## src/rtl/pi1_rrarb.sv

```systemverilog
`default_nettype none
// ============================================================================
// pi1_rrarb : N-master to 1-slave pi1 arbiter, round-robin or fixed priority.
// Optional watchdog enabled by defining PI1RRARB_TIMEOUT_EN.   Revision 1.0
// ============================================================================
module pi1_rrarb #(
  parameter  int MASTERCOUNT = 2,
  parameter  int ARCHBITSZ   = 32,
  parameter  int ARBMODE     = 0,
  parameter  int TIMEOUT     = 1024,
  localparam int ADDRBITSZ   = ARCHBITSZ - $clog2(ARCHBITSZ/8),
  localparam int SELBITSZ    = ARCHBITSZ/8
) (
  input  logic                            clk_i,
  input  logic                            rst_i,
  input  logic [2*MASTERCOUNT-1:0]        m_op_i,
  input  logic [ADDRBITSZ*MASTERCOUNT-1:0] m_addr_i,
  input  logic [ARCHBITSZ*MASTERCOUNT-1:0] m_data_i,
  input  logic [SELBITSZ*MASTERCOUNT-1:0]  m_sel_i,
  output logic [ARCHBITSZ-1:0]            m_data_o,
  output logic [MASTERCOUNT-1:0]          m_rdy_o,
  output logic [1:0]                      s_op_o,
  output logic [ADDRBITSZ-1:0]            s_addr_o,
  output logic [ARCHBITSZ-1:0]            s_data_o,
  output logic [SELBITSZ-1:0]             s_sel_o,
  input  logic [ARCHBITSZ-1:0]            s_data_i,
  input  logic                            s_rdy_i,
  output logic                            err_o
);

  localparam int GW = (MASTERCOUNT > 1) ? $clog2(MASTERCOUNT) : 1;
  localparam int IW = GW + 1;

  localparam logic [1:0] OP_NOOP  = 2'd0;
  localparam logic [1:0] ST_IDLE  = 2'd0;
  localparam logic [1:0] ST_ISSUE = 2'd1;
  localparam logic [1:0] ST_WAIT  = 2'd2;
  localparam logic [1:0] ST_DONE  = 2'd3;

  if (MASTERCOUNT < 1 || TIMEOUT < 1) begin : g_bad_param
    $error("pi1_rrarb: MASTERCOUNT and TIMEOUT must be >= 1");
  end

  logic [1:0]           state_q, state_d;
  logic [GW-1:0]        gnt_q, gnt_d;
  logic [GW-1:0]        ptr_q, ptr_d;
  logic [GW-1:0]        win;
  logic [1:0]           op_q, op_d;
  logic [ADDRBITSZ-1:0] addr_q, addr_d;
  logic [ARCHBITSZ-1:0] wdata_q, wdata_d;
  logic [SELBITSZ-1:0]  sel_q, sel_d;
  logic [ARCHBITSZ-1:0] rdata_q, rdata_d;
  logic                 err_q, err_d;
  logic                 any_req;
  logic                 timeout;

  logic [MASTERCOUNT-1:0] req;
  logic [1:0]             op_a   [MASTERCOUNT];
  logic [ADDRBITSZ-1:0]   addr_a [MASTERCOUNT];
  logic [ARCHBITSZ-1:0]   data_a [MASTERCOUNT];
  logic [SELBITSZ-1:0]    sel_a  [MASTERCOUNT];

  for (genvar i = 0; i < MASTERCOUNT; i++) begin : g_split
    assign op_a[i]   = m_op_i[2*i +: 2];
    assign addr_a[i] = m_addr_i[ADDRBITSZ*i +: ADDRBITSZ];
    assign data_a[i] = m_data_i[ARCHBITSZ*i +: ARCHBITSZ];
    assign sel_a[i]  = m_sel_i[SELBITSZ*i +: SELBITSZ];
    assign req[i]    = (op_a[i] != OP_NOOP);
  end

  assign any_req = |req;

  if (ARBMODE == 1) begin : g_fixed
    always_comb begin
      win = '0;
      for (int k = MASTERCOUNT - 1; k >= 0; k--) begin
        if (req[k]) win = GW'(k);
      end
    end
  end else begin : g_rr
    localparam logic [IW-1:0] MC_W = IW'(MASTERCOUNT);
    // Scan ptr, ptr+1, ... with wrap; the first requester found wins.
    always_comb begin
      logic [IW-1:0] idx;
      logic          found;
      win   = '0;
      found = 1'b0;
      idx   = '0;
      for (int k = 0; k < MASTERCOUNT; k++) begin
        idx = {1'b0, ptr_q} + IW'(k);
        if (idx >= MC_W) idx = idx - MC_W;
        if (!found && req[idx[GW-1:0]]) begin
          win   = idx[GW-1:0];
          found = 1'b1;
        end
      end
    end
  end

`ifdef PI1RRARB_TIMEOUT_EN
  localparam int CW = (TIMEOUT > 1) ? $clog2(TIMEOUT) : 1;
  localparam logic [CW-1:0] TO_LAST = CW'(TIMEOUT - 1);
  logic [CW-1:0] cnt_q, cnt_d;

  always_comb begin
    cnt_d = cnt_q;
    if (state_q == ST_IDLE) cnt_d = '0;
    else if (state_q == ST_ISSUE || state_q == ST_WAIT) cnt_d = cnt_q + 1'b1;
  end

  always_ff @(posedge clk_i or negedge rst_i) begin
    if (!rst_i) cnt_q <= '0;
    else        cnt_q <= cnt_d;
  end

  // A slave response arriving in the last WAIT cycle still counts as completion.
  assign timeout = (state_q == ST_ISSUE || (state_q == ST_WAIT && !s_rdy_i)) &&
                   (cnt_q == TO_LAST);
`else
  assign timeout = 1'b0;
`endif

  always_ff @(posedge clk_i or negedge rst_i) begin
    if (!rst_i) begin
      state_q <= ST_IDLE;
      gnt_q   <= '0;
      ptr_q   <= '0;
      op_q    <= OP_NOOP;
      addr_q  <= '0;
      wdata_q <= '0;
      sel_q   <= '0;
      rdata_q <= '0;
      err_q   <= 1'b0;
    end else begin
      state_q <= state_d;
      gnt_q   <= gnt_d;
      ptr_q   <= ptr_d;
      op_q    <= op_d;
      addr_q  <= addr_d;
      wdata_q <= wdata_d;
      sel_q   <= sel_d;
      rdata_q <= rdata_d;
      err_q   <= err_d;
    end
  end

  always_comb begin
    state_d = state_q;
    case (state_q)
      ST_IDLE:  if (any_req) state_d = ST_ISSUE;
      ST_ISSUE: if (s_rdy_i) state_d = ST_WAIT;
      ST_WAIT:  if (s_rdy_i) state_d = ST_DONE;
      default:  state_d = ST_IDLE;
    endcase
    if (timeout) state_d = ST_DONE;
  end

  always_comb begin
    gnt_d   = gnt_q;
    ptr_d   = ptr_q;
    op_d    = op_q;
    addr_d  = addr_q;
    wdata_d = wdata_q;
    sel_d   = sel_q;
    rdata_d = rdata_q;
    err_d   = 1'b0;
    case (state_q)
      ST_IDLE: begin
        if (any_req) begin
          gnt_d   = win;
          op_d    = op_a[win];
          addr_d  = addr_a[win];
          wdata_d = data_a[win];
          sel_d   = sel_a[win];
        end
      end
      ST_ISSUE: if (s_rdy_i) op_d = OP_NOOP;
      ST_WAIT:  if (s_rdy_i) rdata_d = s_data_i;
      default:  ptr_d = (gnt_q == GW'(MASTERCOUNT - 1)) ? '0 : gnt_q + 1'b1;
    endcase
    if (timeout) begin
      op_d    = OP_NOOP;
      rdata_d = '1;
      err_d   = 1'b1;
    end
  end

  always_comb begin
    for (int i = 0; i < MASTERCOUNT; i++) begin
      m_rdy_o[i] = !req[i] || (state_q == ST_DONE && gnt_q == GW'(i));
    end
  end

  assign s_op_o   = op_q;
  assign s_addr_o = addr_q;
  assign s_data_o = wdata_q;
  assign s_sel_o  = sel_q;
  assign m_data_o = rdata_q;
  assign err_o    = err_q;

endmodule
`default_nettype wire

```

## config.mk

```make
export PLATFORM = sky130hd
export DESIGN_NAME = pi1_rrarb
export DESIGN_NICKNAME = d
export VERILOG_FILES = /design/src/rtl/pi1_rrarb.sv
export SDC_FILE = /design/constraint.sdc
export NUM_CORES = 1
export LEC_CHECK = 0
export CAP_MARGIN = 10
export CORE_ASPECT_RATIO = 0.8
export CORE_MARGIN = 8
export CORE_UTILIZATION = 35
export DETAILED_ROUTE_END_ITERATION = 10
export PLACE_DENSITY = 0.85
export SLEW_MARGIN = 5
export SYNTH_ARGS = -nofsm -noshare
export SYNTH_HDL_FRONTEND = slang
export SYNTH_SLANG_ARGS = --single-unit
```

## constraint.sdc

```tcl
create_clock -name clk_i -period 1.56 [get_ports clk_i]
set_input_delay 0.312 -clock clk_i [delete_from_list [all_inputs] [get_ports clk_i]]
set_output_delay 0.312 -clock clk_i [all_outputs]
set_load 0.02 [all_outputs]
```

==> impl_results.md <==
* Status: finished with violations
* Violated checks: negative setup slack
* Pre-antenna DRT Iters at 4
* Top FF cell, synth: dfrtp_1
* Placed cell areas at 0.00799 mm²
* Initial antenna violation count at 0
* Slowest CP cell: dfrtp_2
* Global-route wire length before repair at 29,300 µm
* CP max FO at 3
* Skew-Pair Late Insertion Delay at 0.35 ns
* WP buf/inv at 1
* Initial cell density of the core at 35.7%
* DR vias at 5,222
* CP max stage delay at 0.45 ns
* WP depth at 5
* Share of cells above drive strength 1 at 19.8%
* Port bufs at 272
* # DRC at 0
* # Max-Cap Violations at 0
* TNS Setup at -0.603 ns
* WS Path Type: flop to flop
* Setup crit start kind: flop
* Tot GR Track Use at 20.6%
* Die area at approximately 0.018 mm²
* Synthesized instance count at 491
* Seq pwr share at 27.7%
* Number of diodes at 0
* CP arrival at 1.87 ns
* Maximum vdd drop at 1100 µV
* Die height at 121 µm
* DRT Wirelength at 20,700 µm
* Post-layout min period at 1.64 ns
* Slew of the pin with the lowest slew margin at 0.572 ns
* Final hold viol count at 0
* CTS tree: done
* Clk sinks at 104
* Vias per inst at between 5 and 6
* Syn avg cell area at 9.77 µm²
* Core Box Area at 0.0135 mm²
* Worst Reg-to-Reg Cells at 5
* DP HPWL at 13,600 µm
* Root buf cell: clkbuf_16
* Final core occ at roughly 65%
* Worst path cell trace: buf_4, ha_2, o21ba_4, a31oi_4, mux2_4
* Num ports at 274
* Period utilization at 105%
* CP required at 1.79 ns
* Placer Congestion at 0.842
* Leakage at 3.61 nW
* F_max at approximately 600 MHz
* Fillers at 1,061
* Worst hold path class: primary input to asynchronous set/reset pin
* Grt ovf at 0
* Total Power at 17.6 mW
* Detail Route Antenna Nets at 0
* Sw frac at 42.6%
* Clock Power Share at 14.5%
* Nets@finish at 957
* P_int at slightly above 10 mW
* Worst path top cell family by delay: flip-flops
* Num CTS Buffers at 9
* PwrDens at approximately 2000 mW/mm²
* Synth Net Count at 666
* Row count at 38
* Final setup viols at 35
* Die W at 147 µm
* Max-slew violations at 0
* Max clock buf depth at 2
* H-tree Lvls at 3
* Worst Clk Skew at 0.00772 ns
* Area delta synth->final at 83.3%
* RSZ-0062 raised after global routing: yes
* Post-synthesis register bit count at 104
* Setup crit end kind: flop
* Initial drt markers at 310
* Pin count of the biggest net entering global routing at between 60 and 70
* Post-synth EDFFs at 0
* Vias in the first global route at 5,204
* Power share of the combinational group at 57.9%
* Post-synth ARST share at 100%
* Worst-path clk slew at 0.07 ns
* Area of the mapped netlist at approximately 0.0048 mm²
* Worst hold margin at between 0.3 and 0.4 ns
* Synth Warn # at 0
* Finished Cell Area at ~0.0088 mm²
* Rel. slew slack at 61.8%
* Synth cell types at 26
* Setup ws final at -0.0796 ns
* Routed len/inst at approximately 21 µm
* Switching power at around 7.5 mW
* Post-synthesis sequential area ratio at 54.2%
==> cells by family after synthesis <==
kind of cell	synth area share, %
mux	8.16
other cells	0.0782
flops	54.2
buf+inv	4.88
simple gates	6.47
fa+ha+maj	1.04
compound gates	25.1
==> power by group through the flow <==
stage / registers, mW / clock network (mW) / logic, mW
6_report: 4.88 / 2.55 / 10.2
5_1_grt: 5.05 / 2.70 / 10.8
4_1_cts: 4.81 / 2.60 / 9.28
3_5_place_dp: 4.91 / 0 / 9.69
3_3_place_gp: 4.81 / 0 / 9.53
2_1_floorplan: 6.46 / 0 / 3.25
==> what timing repair did <==
item | 4_1_cts | 5_1_grt
resized for setup | 132 | 54
setup buffers | 7 | 2
cloned | 2 | 8
hold endpoints to repair | 8 | 0
hold buffers | 1 | 0
pin swaps | 7 | 10
endpoints found under the setup margin | 171 | 104
==> Yosys cell counts, drive strengths merged, types with 2 or more instances <==
library cell / instances / area (µm²)
o21ba: 2 / 20.0
a21oi: 68 / 340
a31oi: 68 / 425
inv: 5 / 18.8
nand2b: 2 / 12.5
o21ai: 68 / 340
mux2i: 2 / 20.0
clkbuf: 26 / 97.6
buf: 23 / 118
o22ai: 3 / 18.8
nor2: 68 / 255
ha: 4 / 50.1
nand2: 6 / 22.5
mux2: 33 / 372
dfrtp: 104 / 2600
==> routing by layer <==
layer | share of wire [%] | wire [µm] | track usage (%)
met3 | 8.7 | 1810 | 6.87
met5 | 0 | 0 | 0
met4 | 2.2 | 465 | 5.34
met2 | 49 | 10100 | 34.7
met1 | 40 | 8340 | 24.9
==> final timing paths <==
path | startpoint | end | slack (ns)
max | state_q[0]$_DFFE_PN0P_ | state_q[1]$_DFFE_PN0P_ | -0.08
min | rst_i | s_data_o[24]$_DFFE_PN0P_ | 0.35
max reg2reg | state_q[0]$_DFFE_PN0P_ | state_q[1]$_DFFE_PN0P_ | -0.08
min reg2reg | m_data_o[19]$_DFFE_PN0P_ | m_data_o[19]$_DFFE_PN0P_ | 0.50
max in group asynchronous | rst_i | s_addr_o[28]$_DFFE_PN0P_ | 0.68
min in group clk_i | m_data_o[19]$_DFFE_PN0P_ | m_data_o[19]$_DFFE_PN0P_ | 0.50
==> registers in the layout, summed over array words and instances, names as in the netlist <==
signal / count
ptr_q: 1
state_q: 2
gnt_q: 1
m_data_o: 32
s_data_o: 32
s_sel_o: 4
s_op_o: 2
s_addr_o: 30
==> worst register-to-register path: stages (launching register included) <==
cell and delay (ns):
dfrtp_2 0.45, buf_4 0.15, ha_2 0.19, o21ba_4 0.22, a31oi_4 0.19, mux2_4 0.32
==> final cells by class <==
cell class	instances	area, µm²	area share [%]
flip-flops and latches	104	2610	29.6
repair buffers	329	3330	37.8
multi-input cells	333	2280	26.0
clock inverters	7	106	1.21
clock buffers	9	225	2.56
inverters	5	23.8	0.270
well taps	180	225	2.56
==> cells in the final DEF, fill, tap and decap left out, types with 2 or more instances in the layout <==
cell type / n
o21ai_0: 68
clkdlybuf4s50_1: 166
buf_4: 27
o22ai_1: 2
nor2_2: 6
clkbuf_16: 14
mux2i_1: 2
dlygate4sd2_1: 102
nand2_1: 3
a31oi_2: 4
inv_1: 2
buf_6: 13
a31oi_4: 10
nor2_4: 3
nand2_4: 2
dfrtp_2: 2
mux2_2: 32
a21oi_2: 6
ha_2: 2
inv_4: 2
nor2_1: 59
inv_6: 4
a21oi_1: 62
a31oi_1: 54
buf_12: 13
dfrtp_1: 102
bufinv_16: 2
ha_4: 2
nand2b_1: 2
==> per-stage QoR <==
stage | instances | setup slack [ns]
after global placement | 933 | -0.455
after floorplan | 491 | -0.0808
final | 967 | -0.0796
after global routing | 967 | -0.105
after CTS | 959 | -0.0861
after detailed placement | 933 | -0.474
Note: power is estimated with default switching activity, not from simulation.
